`config.mk`:
```
export PLATFORM = sky130hd
export DESIGN_NAME = mem_port_arbiter
export DESIGN_NICKNAME = d
export VERILOG_FILES = /design/src/rtl/mem_port_arbiter_pkg.sv /design/src/rtl/mem_port_arbiter_streak_ctr.sv /design/src/rtl/mem_port_arbiter.sv
export SDC_FILE = /design/constraint.sdc
export NUM_CORES = 1
export LEC_CHECK = 0
export ABC_CLOCK_PERIOD_IN_PS = 2750
export CORE_MARGIN = 5
export CORE_UTILIZATION = 38
export DETAILED_ROUTE_END_ITERATION = 6
export PLACE_DENSITY = 0.95
export REMOVE_ABC_BUFFERS = 1
export SETUP_SLACK_MARGIN = 0.02
export SYNTH_ARGS = -nofsm -noshare
export SYNTH_HDL_FRONTEND = slang
export SYNTH_HIERARCHICAL = 1
export SYNTH_SLANG_ARGS = --single-unit
export TNS_END_PERCENT = 1
```
`constraint.sdc`:
```
create_clock -name clk -period 2.75 [get_ports clk]
set_input_delay 0.275 -clock clk [delete_from_list [all_inputs] [get_ports clk]]
set_output_delay 0.275 -clock clk [all_outputs]
set_load 0.02 [all_outputs]
```
`src/rtl/mem_port_arbiter_pkg.sv`:
```
// Shared types and constants for the IF/data memory port arbiter.
package mem_port_arbiter_pkg;

    typedef enum logic [1:0] {
        IDLE    = 2'd0,
        BUSY_IF = 2'd1,
        BUSY_D  = 2'd2
    } arb_state_e;

    localparam logic PORT_IF = 1'b0;
    localparam logic PORT_D  = 1'b1;

    // Wide enough for MEM_LAT and MAX_STREAK up to 15
    localparam int unsigned CNT_W    = 4;
    localparam int unsigned STREAK_W = 4;

endpackage

```
`src/rtl/mem_port_arbiter_streak_ctr.sv`:
```
// Grant-select decision plus the saturating counter that bounds IF starvation.
module arb_streak_ctr
    import mem_port_arbiter_pkg::*;
#(
    parameter int unsigned MAX_STREAK = 4
) (
    input  logic                clk,
    input  logic                reset,
    input  logic                arb_en,
    input  logic                if_elig,
    input  logic                d_elig,
    output logic                grant_c,
    output logic                grant_port_c,
    output logic [STREAK_W-1:0] streak
);

    localparam logic [STREAK_W-1:0] STREAK_MAX = STREAK_W'(MAX_STREAK);

    logic at_max;

    assign at_max = (streak == STREAK_MAX);

    // Data wins contention unless IF has already lost MAX_STREAK times in a row
    always_comb begin
        grant_c      = arb_en & (if_elig | d_elig);
        grant_port_c = PORT_D;
        if (if_elig && (!d_elig || at_max)) begin
            grant_port_c = PORT_IF;
        end
    end

    always_ff @(posedge clk) begin
        if (!reset) begin
            streak <= '0;
        end else if (grant_c) begin
            if (grant_port_c == PORT_IF) begin
                streak <= '0;
            end else if (if_elig && !at_max) begin
                streak <= streak + STREAK_W'(1);
            end
        end
    end

endmodule

```
`src/rtl/mem_port_arbiter.sv`:
```
// Shares one fixed-latency single-port memory between the fetch and data ports.
module mem_port_arbiter
    import mem_port_arbiter_pkg::*;
#(
    parameter int unsigned ADDR_W     = 32,
    parameter int unsigned DATA_W     = 32,
    parameter int unsigned MEM_LAT    = 2,
    parameter int unsigned MAX_STREAK = 4
) (
    input  logic              clk,
    input  logic              reset,
    input  logic              if_req,
    input  logic [ADDR_W-1:0] if_addr,
    input  logic              if_flush,
    output logic              if_done,
    output logic [DATA_W-1:0] if_rdata,
    input  logic              d_req,
    input  logic              d_we,
    input  logic [ADDR_W-1:0] d_addr,
    input  logic [DATA_W-1:0] d_wdata,
    output logic              d_done,
    output logic [DATA_W-1:0] d_rdata,
    output logic              mem_en,
    output logic              mem_we,
    output logic [ADDR_W-1:0] mem_addr,
    output logic [DATA_W-1:0] mem_wdata,
    input  logic [DATA_W-1:0] mem_rdata
);

    localparam logic [ADDR_W-1:0] WORD_MASK = ~ADDR_W'(3);

    arb_state_e          state_q;
    arb_state_e          state_d;
    logic [CNT_W-1:0]    cnt_q;
    logic                if_cancel_q;
    logic                d_we_q;
    logic                if_elig;
    logic                d_elig;
    logic                arb_en;
    logic                grant_c;
    logic                grant_port_c;
    logic                capture_c;
    logic [STREAK_W-1:0] streak;

    // A port whose done pulse is showing sits out this arbitration round
    assign if_elig   = if_req & ~if_flush & ~if_done;
    assign d_elig    = d_req & ~d_done;
    assign arb_en    = reset & (state_q == IDLE);
    assign capture_c = (state_q != IDLE) && (cnt_q == '0);

    arb_streak_ctr #(
        .MAX_STREAK (MAX_STREAK)
    ) u_streak (
        .clk          (clk),
        .reset        (reset),
        .arb_en       (arb_en),
        .if_elig      (if_elig),
        .d_elig       (d_elig),
        .grant_c      (grant_c),
        .grant_port_c (grant_port_c),
        .streak       (streak)
    );

    always_ff @(posedge clk) begin
        if (!reset) begin
            state_q <= IDLE;
        end else begin
            state_q <= state_d;
        end
    end

    always_comb begin
        state_d = state_q;
        case (state_q)
            IDLE: begin
                if (grant_c) begin
                    state_d = (grant_port_c == PORT_IF) ? BUSY_IF : BUSY_D;
                end
            end
            BUSY_IF, BUSY_D: begin
                if (capture_c) begin
                    state_d = IDLE;
                end
            end
            default: state_d = IDLE;
        endcase
    end

    // Memory strobe is issued in the grant cycle itself, operands from the winner
    always_comb begin
        mem_en    = 1'b0;
        mem_we    = 1'b0;
        mem_addr  = '0;
        mem_wdata = '0;
        if (grant_c) begin
            mem_en = 1'b1;
            if (grant_port_c == PORT_IF) begin
                mem_addr = if_addr & WORD_MASK;
            end else begin
                mem_we    = d_we;
                mem_addr  = d_addr & WORD_MASK;
                mem_wdata = d_wdata;
            end
        end
    end

    always_ff @(posedge clk) begin
        if (!reset) begin
            cnt_q       <= '0;
            if_cancel_q <= 1'b0;
            d_we_q      <= 1'b0;
            if_done     <= 1'b0;
            d_done      <= 1'b0;
            if_rdata    <= '0;
            d_rdata     <= '0;
        end else begin
            if_done <= 1'b0;
            d_done  <= 1'b0;

            if (grant_c) begin
                cnt_q  <= CNT_W'(MEM_LAT - 1);
                d_we_q <= (grant_port_c == PORT_D) & d_we;
            end else if (state_q != IDLE && cnt_q != '0) begin
                cnt_q <= cnt_q - CNT_W'(1);
            end

            // A flush anywhere up to the capture cycle suppresses the fetch result
            if (state_q == BUSY_IF) begin
                if (capture_c) begin
                    if_cancel_q <= 1'b0;
                    if (!if_cancel_q && !if_flush) begin
                        if_done  <= 1'b1;
                        if_rdata <= mem_rdata;
                    end
                end else if (if_flush) begin
                    if_cancel_q <= 1'b1;
                end
            end

            if (state_q == BUSY_D && capture_c) begin
                d_done <= 1'b1;
                if (!d_we_q) begin
                    d_rdata <= mem_rdata;
                end
            end
        end
    end

endmodule

```
==> qor.yml, run 1 <==
timing.critical_path.arrival_ns: 2.32
setup.worst_path.class: "flop to output pin"
port_buffers: 259
synth_edf_count: 0
numPlacedInstances: 809
routabilityCongestion: 0.860
yosysWarnings: 6
timing.final.max_slew_violations: 0
cts_max_path_buffers: 2
die_x_um: 111
report.final.setup_viol: 0
setup-tns-final_ns: 0
synth-seq-area-share: 0.405
worst_setup_path_end_kind: "output pin"
synth_cells: 440
finish.cell_count_without_fillers: 824
worst_r2r_path_depth: 5
hold_depth: 4
max_slew_margin: 0.326
yosysMostFrequentCell: "sky130_fd_sc_hd__nand2_1"
dpl-instance-area_um2: 6550
area_growth_syn_to_layout_pct: 73.7
row_count: 36
timing.rr.start: "cnt_q[0]$_SDFFE_PN0P_"
synth_async_sr_flop_share: 0
ir_drop_mv: 0.265
synth.cell_area_um2: 3860
power-per-cell-area_nw_per_um2: 402
core_um2: 9820
syn_avg_cell_area_um2: 8.77
power.leakage_nw: 3.53
ys.flop_type: "sky130_fd_sc_hd__dfxtp_1"
grt.total_usage: 0.221
initial_utilization: 0.393
avgViaCountPerCell: 4.83
synth.area.top_cells: "sky130_fd_sc_hd__dfxtp_1 40%, sky130_fd_sc_hd__mux2i_1 25%, sky130_fd_sc_hd__nand2_1 10%, sky130_fd_sc_hd__and3_1 5.5%, sky130_fd_sc_hd__nor2_1 3.4%"
final_critical_path_setup_slack_ns: 0.154
finalCoreUtilization: 0.682
largest_net_degree_at_the_start_of_global_routing: 111
design_area_final_um2: 6700
cap_violations: 0
tritoncts.num_buffers: 9
initial_antenna_violation_count: 0
finClkSkew_ns: 0.00643
synth_cell_type_count: 40
drtIter0Drc: 202
worst_skew_pair.late_latency_ns: 0.35
drive_gt1_frac: 0.0564
htree_num_levels: 3
die-area_um2: 12300
antenna-diode-count: 0
finalHoldViolCount: 0
total_of_hold_buffers_inserted_after_clock_tree_synthesis: 0
fp.dieH_um: 111
drt.antenna.violating_nets: 0
post-place-ws_ns: -0.0224
grt_pass1_wl_um: 21800
postSynthRegisterBits: 78
hp-class: "primary input to flop"
numClockSinks: 78
worstPathRequired_ns: 2.48
routed_wirelength_um: 14300
post-dp-hpwl_um: 11700
post-route-period-util: 0.944
critical_path.startpoint_type: "flop"
portion_of_synthesized_cell_area_occupied_by_the_leading_cell_type: 0.405
wl_per_cell_um: 17.4
worstMarginPinSlew_ns: 1.01
synth.cells.most_frequent: "104 x sky130_fd_sc_hd__nand2_1, 95 x sky130_fd_sc_hd__mux2i_1, 78 x sky130_fd_sc_hd__dfxtp_1"
final.min_clock_period_ns: 2.60
synth_top_area_cell: "sky130_fd_sc_hd__dfxtp_1"
fmax_mhz: 385
drc: 0
ctsRootBufferMaster: "sky130_fd_sc_hd__clkbuf_8"
grt.overflow.total: 0
hold_path_startpoint: "reset"
worst-path-max-fanout: 30
finish.net_count: 828
dr_total_vias: 3984
end_point_of_the_worst_hold_path: "state_q[1]$_SDFFE_PN0P_"
clk_pin_slew_worst_paths_ns: 0.07
first_global_vias: 4114
finalHoldWorstSlack_ns: 0.449
ff2ff_setup_slack_ns: 0.40
design_power_total_mw: 2.69
r2r_end: "if_rdata[18]$_SDFFE_PN0P_"
cts_tree: "done"
boundaryPins: 266
run_status: "finished clean"
drtPass1Iterations: 4
[metal layers]
metal / track usage / part of all wire
met5: 0 / 0
met3: 0.0655 / 0.075
met2: 0.443 / 0.55
met4: 0.0846 / 0.025
met1: 0.206 / 0.35
[cell usage in the layout (no fill, tap or decap), drive strengths merged, types with 3 or more instances in the layout]
master,count
a21oi,4
and3,34
buf,15
clkbuf,14
clkdlybuf4s15,3
clkdlybuf4s50,195
clkinv,3
dfxtp,78
dlygate4sd2,45
dlymetal6s2s,8
ha,7
inv,10
mux2i,95
nand2,104
nand3,6
nor2,35
o21ai,5
or3,3
[where the power goes]
group          switching (mW)  internal [mW]
clock network           0.391          0.464
registers              0.0125           1.15
logic                   0.332          0.346
total                   0.735           1.96
[timing repair]
| action | in CTS | in global routing |
|---|---|---|
| resized for setup | 51 | 15 |
| setup buffers | 0 | 0 |
| endpoints found under the setup margin | 58 | 13 |
[state kept, by name, indices dropped and copies added, names as in the netlist]
register and flops:
d_we_q 1, u_streak/streak 4, if_rdata 32, d_rdata 32, if_cancel_q 1, if_done 1
d_done 1, cnt_q 4, state_q 2
[worst max-delay path: stages, from the launching register on]
cell                            delay [ns]
sky130_fd_sc_hd__dfxtp_1              0.34
sky130_fd_sc_hd__inv_1                0.10
sky130_fd_sc_hd__ha_2                 0.26
sky130_fd_sc_hd__nand2_1              0.12
sky130_fd_sc_hd__inv_1                0.12
sky130_fd_sc_hd__o21a_1               0.20
sky130_fd_sc_hd__clkinv_1             0.15
sky130_fd_sc_hd__buf_12               0.19
sky130_fd_sc_hd__nor2_1               0.12
sky130_fd_sc_hd__dlygate4sd2_1        0.37
[worst max-delay path by stage]
stage | slack (ns) | cells past startpoint | from | endpoint
2_1_floorplan | -0.12 | 7 | state_q[0]$_SDFFE_PN0P_ | mem_addr[10]
3_3_place_gp | 0.06 | 8 | d_req | mem_addr[3]
3_5_place_dp | -0.02 | 8 | d_req | mem_addr[11]
4_1_cts | 0.04 | 7 | d_req | mem_wdata[23]
5_1_grt | -0.0002 | 9 | state_q[1]$_SDFFE_PN0P_ | mem_addr[29]
6_report | 0.15 | 9 | state_q[0]$_SDFFE_PN0P_ | mem_addr[17]
[cell families after synthesis]
group / share of synthesized area
and+or+nand+nor: 0.242
muxes: 0.246
DFF: 0.405
buffers and inverters: 0.0535
AOI/OAI and AO/OA: 0.0302
adders and majority gates: 0.0227
other: 0.000972
[final cells by class]
cell class                 instances  area (um2)
clock buffer                      12         155
clock inverter                     3        43.8
fill                             761        3120
inverter                          11        41.3
multi-input combinational        319        2100
sequential                        78        1560
tap                              133         166
timing repair buffer             268        2630
Note: power is estimated with default switching activity, not from simulation.
==> inputs of run 2 (changes only) <==
- REMOVE_ABC_BUFFERS: 1 -> default
==> run 2 against run 1 <==
Compared with the run above: clock skew is 0.0069 ns higher; clock power is 1% lower; routed wire length is 1.3% lower; largest power group unchanged.
==> qor.yml, run 2 (synthesized netlist as in run 1, its figures left out) <==
run_status: "finished clean"
grt.total_usage: 0.218
reg.largest.list: "d_rdata x32, if_rdata x32"
finalHoldViolCount: 0
drtIter0Drc: 152
final_cell_mix: "199 x sky130_fd_sc_hd__clkdlybuf4s50_1, 103 x sky130_fd_sc_hd__nand2_1, 95 x sky130_fd_sc_hd__mux2i_1"
cap_violations: 0
finalHoldWorstSlack_ns: 0.458
worstMarginPinSlew_ns: 0.991
finish.net_count: 830
power-per-cell-area_nw_per_um2: 392
post-dp-hpwl_um: 11200
drt.antenna.violating_nets: 0
initial_antenna_violation_count: 0
final-seq-area_um2: 1560
worstPathRequired_ns: 2.48
wl_per_cell_um: 17.1
initial_utilization: 0.393
first_global_vias: 4269
cts_tree: "done"
worst_skew_pair.late_latency_ns: 0.34
ctsRootBufferMaster: "sky130_fd_sc_hd__clkbuf_8"
post-cts-setup-buffers: 0
core_um2: 9820
final.min_clock_period_ns: 2.67
tritoncts.num_buffers: 9
route.met3.wl_um: 1290
grt.overflow.total: 0
power.leakage_nw: 3.96
m1WireLength_um: 5150
die_x_um: 111
layout.cells.most_common: "sky130_fd_sc_hd__clkdlybuf4s50_1"
cts_max_path_buffers: 2
worst_setup_path_end_kind: "output pin"
finalCoreUtilization: 0.701
hp-class: "flop to flop"
report.final.setup_viol: 0
dpl-instance-area_um2: 6600
area_growth_syn_to_layout_pct: 78.4
routed.top_layer: "met4"
design_area_final_um2: 6880
drive_gt1_frac: 0.0504
die-area_um2: 12300
avgViaCountPerCell: 4.87
numClockSinks: 78
port_buffers: 259
timing.final.max_slew_violations: 0
rsz0062_at_grt: "true"
timing.critical_path.arrival_ns: 2.39
fp.dieH_um: 111
routabilityCongestion: 0.875
area_of_the_multi_input_gates_um2: 2100
setup.worst_path.class: "flop to output pin"
drtPass1Iterations: 6
post-route-period-util: 0.970
critical_path.startpoint_type: "flop"
boundaryPins: 266
finClkSkew_ns: 0.0133
clk_pin_slew_worst_paths_ns: 0.08
largest_net_degree_at_the_start_of_global_routing: 111
met2WireLength_um: 7400
routed_wirelength_um: 14100
max_slew_margin: 0.339
htree_num_levels: 3
drc: 0
ir_drop_mv: 0.288
antenna-diode-count: 0
worst-path-max-fanout: 25
dr_total_vias: 4028
n_fill_cell: 780
row_count: 36
fmax_mhz: 375
grt_pass1_wl_um: 22000
## run 2: final timing paths
kind / startpoint / endpoint / slack [ns] / depth (start not counted)
max: state_q[0]$_SDFFE_PN0P_ / mem_wdata[13] / 0.08 / 8
min: d_rdata[5]$_SDFFE_PN0P_ / d_rdata[5]$_SDFFE_PN0P_ / 0.46 / 2
max reg2reg: cnt_q[0]$_SDFFE_PN0P_ / if_rdata[19]$_SDFFE_PN0P_ / 0.60 / 6
min reg2reg: d_rdata[5]$_SDFFE_PN0P_ / d_rdata[5]$_SDFFE_PN0P_ / 0.46 / 2
## run 2: through the flow
step / power [mW] / setup slack [ns] / TNS [ns] / instances
6_report: 2.70 / 0.0831 / 0 / 827
3_3_place_gp: 1.88 / 0.0666 / 0 / 811
3_5_place_dp: 1.90 / 0.0716 / 0 / 811
5_1_grt: 2.83 / -0.0697 / -0.251 / 827
2_1_floorplan: 1.50 / 0.581 / 0 / 441
4_1_cts: 2.73 / 0.0384 / 0 / 827
## run 2: where the power goes
part	switching, mW	leakage [nW]	internal [mW]
Clock	0.417	0.0931	0.426
Sequential	0.0120	0.629	1.15
Combinational	0.333	3.23	0.366
Total	0.762	3.96	1.94
## run 2: critical path, stage by stage, from the launching register on
cell and delay, ns:
sky130_fd_sc_hd__dfxtp_1 0.34, sky130_fd_sc_hd__inv_1 0.09, sky130_fd_sc_hd__ha_2 0.24, sky130_fd_sc_hd__nand2_1 0.11
sky130_fd_sc_hd__inv_1 0.10, sky130_fd_sc_hd__o21a_1 0.18, sky130_fd_sc_hd__buf_6 0.19, sky130_fd_sc_hd__and3_1 0.19
sky130_fd_sc_hd__clkdlybuf4s50_1 0.61
## run 2: layout make-up
cell class / instances / share of cell area
Clock buffer: 10 / 0.0185
Timing Repair Buffer: 270 / 0.409
Tap cell: 133 / 0.0242
Multi-Input combinational cell: 319 / 0.305
Clock inverter: 6 / 0.0104
Inverter: 11 / 0.00600
Sequential cell: 78 / 0.227
## run 2: repair_timing
action                     4_1_cts  5_1_grt
hold endpoints to repair         0        0
resized for setup               20       41
hold buffers                     0        0
setup endpoints to repair       56       44
## run 2: metal layers
layer | vias to the layer above | GRT usage
met5 | - | 0
met1 | 1886 | 0.224
met4 | 0 | 0.0567
li1 | 1970 | -
met3 | 24 | 0.0890
met2 | 148 | 0.408
==> inputs of run 3 (changes only) <==
- CELL_PAD_IN_SITES_DETAIL_PLACEMENT: default -> 1
- CELL_PAD_IN_SITES_GLOBAL_PLACEMENT: default -> 2
- CORE_UTILIZATION: 38 -> 20
==> run 3 against run 2 <==
Compared with the run above: sequential power is essentially flat; worst setup slack gained 0.18 ns; maximum frequency grew 7.1%; critical path type unchanged; first-iteration DRC count shrank 43%; die area grew 81%; power grew 9.6%; global-route usage shrank 8.0 points; clock skew shrank 0.0060 ns; clock-buffer cell count grew 1; routed wire length grew 14%.
==> qor.yml, run 3 (synthesized netlist as in run 1, its figures left out) <==
drive_gt1_frac: 0.0775
area_growth_syn_to_layout_pct: 81.7
htree_num_levels: 3
dr_total_vias: 4077
final.min_clock_period_ns: 2.49
drc: 0
ctsRootBufferMaster: "sky130_fd_sc_hd__clkbuf_16"
setup-tns-final_ns: 0
wl_per_cell_um: 16.8
core_um2: 18800
first_global_vias: 4347
worst-path-max-fanout: 34
run_status: "finished clean"
row_count: 50
post-cts-setup-buffers: 0
die-area_um2: 22200
finClkSkew_ns: 0.00728
critical_path.startpoint_type: "flop"
finalHoldWorstSlack_ns: 0.454
worstPathRequired_ns: 2.48
critical_path.cell_chain: "inv_1 > ha_2 > nand2_1 > inv_1 > o21a_1 > clkinv_1 > buf_12 > nor2_1 > dlygate4sd2_1"
m1WireLength_um: 5930
timing.final.max_slew_violations: 0
finish.net_count: 834
reg.largest.list: "d_rdata x32, if_rdata x32"
worstMarginPinSlew_ns: 0.918
fp.dieH_um: 149
hp-class: "primary input to flop"
clk_pin_slew_worst_paths_ns: 0.06
worst_skew_pair.late_latency_ns: 0.33
power-per-cell-area_nw_per_um2: 422
ir_drop_mv: 0.243
worstSetupStartpoint: "state_q[0]$_SDFFE_PN0P_"
finalHoldViolCount: 0
finish.cell_count_without_fillers: 957
route.met3.wl_um: 1540
largest_net_degree_at_the_start_of_global_routing: 93
grt.total_usage: 0.138
total_of_hold_buffers_inserted_after_clock_tree_synthesis: 0
boundaryPins: 266
routed.top_layer: "met4"
timing.critical_path.arrival_ns: 2.22
numClockSinks: 78
post-route-period-util: 0.906
timing.critical_path.slowest_stage_cell: "sky130_fd_sc_hd__dlygate4sd2_1"
max_slew_margin: 0.388
hold_path_startpoint: "reset"
worst_setup_path_end_kind: "output pin"
layout.cells.most_common: "sky130_fd_sc_hd__clkdlybuf4s50_1"
area_of_the_multi_input_gates_um2: 2100
antenna-diode-count: 0
power.leakage_nw: 3.62
rsz0062_at_grt: "false"
cpPeakStageDelay_ns: 0.35
met2WireLength_um: 8390
fmax_mhz: 401
critical_path_buf_inv_count: 5
cts_tree: "done"
grt.overflow.total: 0
final_cell_mix: "195 x sky130_fd_sc_hd__clkdlybuf4s50_1, 103 x sky130_fd_sc_hd__nand2_1, 95 x sky130_fd_sc_hd__mux2i_1"
die_x_um: 149
tritoncts.num_buffers: 9
report.final.setup_viol: 0
grt_pass1_wl_um: 23800
drt.antenna.violating_nets: 0
n_fill_cell: 2202
crit_path_max_delay_family: "buffers and inverters"
final-seq-area_um2: 1560
avgViaCountPerCell: 4.26
cap_violations: 0
cts_max_path_buffers: 2
setup.worst_path.class: "flop to output pin"
post-dp-hpwl_um: 12800
drtIter0Drc: 86
finalCoreUtilization: 0.372
routed_wirelength_um: 16100
drtPass1Iterations: 4
routabilityCongestion: 0.729
initial_antenna_violation_count: 0
numPlacedInstances: 942
crit_path_frequent_cell: "sky130_fd_sc_hd__inv_1"
initial_utilization: 0.205
timing.rr.start: "state_q[0]$_SDFFE_PN0P_"
port_buffers: 259
==> run 3: path summary, 6_finish.rpt <==
check	slack, ns	cells after the start	endpoint
min	0.45	4	d_rdata[28]$_SDFFE_PN0P_
min reg2reg	0.46	2	d_rdata[0]$_SDFFE_PN0P_
max reg2reg	0.60	5	if_rdata[13]$_SDFFE_PN0P_
max	0.26	9	mem_addr[7]
==> run 3: routing by layer <==
| metal | global-route usage | up-vias |
|---|---|---|
| li1 | - | 1982 |
| met3 | 0.0550 | 13 |
| met5 | 0 | - |
| met4 | 0.0339 | 0 |
| met2 | 0.266 | 183 |
| met1 | 0.138 | 1899 |
==> run 3: final cells by class <==
type	count	share of cell area
multi-input cells	319	0.299
well taps	260	0.0464
inverters	11	0.00589
clock buffers	11	0.0346
clock inverters	4	0.00339
repair buffers	274	0.387
flip-flops and latches	78	0.223
==> run 3: where the power goes <==
group | leakage [nW] | switching [mW] | internal [mW] | total, mW
Clock | 0.135 | 0.460 | 0.628 | 1.09
Sequential | 0.629 | 0.0117 | 1.15 | 1.16
Combinational | 2.85 | 0.345 | 0.365 | 0.710
Total | 3.62 | 0.817 | 2.14 | 2.96
==> run 3: repair_timing <==
action                     4_1_cts  5_1_grt
gates resized for setup         38       10
hold endpoints to repair         0        0
setup endpoints to repair       38       10
==> run 3: through the flow <==
stage | setup WS (ns) | cell area [um2] | total power, mW
5_1_grt | 0.0886 | 7010 | 3.12
3_5_place_dp | 0.148 | 6760 | 1.93
4_1_cts | 0.0845 | 6990 | 3.03
6_report | 0.259 | 7010 | 2.96
2_1_floorplan | 0.581 | 3860 | 1.50
3_3_place_gp | 0.120 | 6760 | 1.92
==> run 3: worst min-delay path: stages <==
cell and delay (ns):
sky130_fd_sc_hd__buf_4 0.12, sky130_fd_sc_hd__buf_4 0.20, sky130_fd_sc_hd__nand2_1 0.08, sky130_fd_sc_hd__mux2i_1 0.05
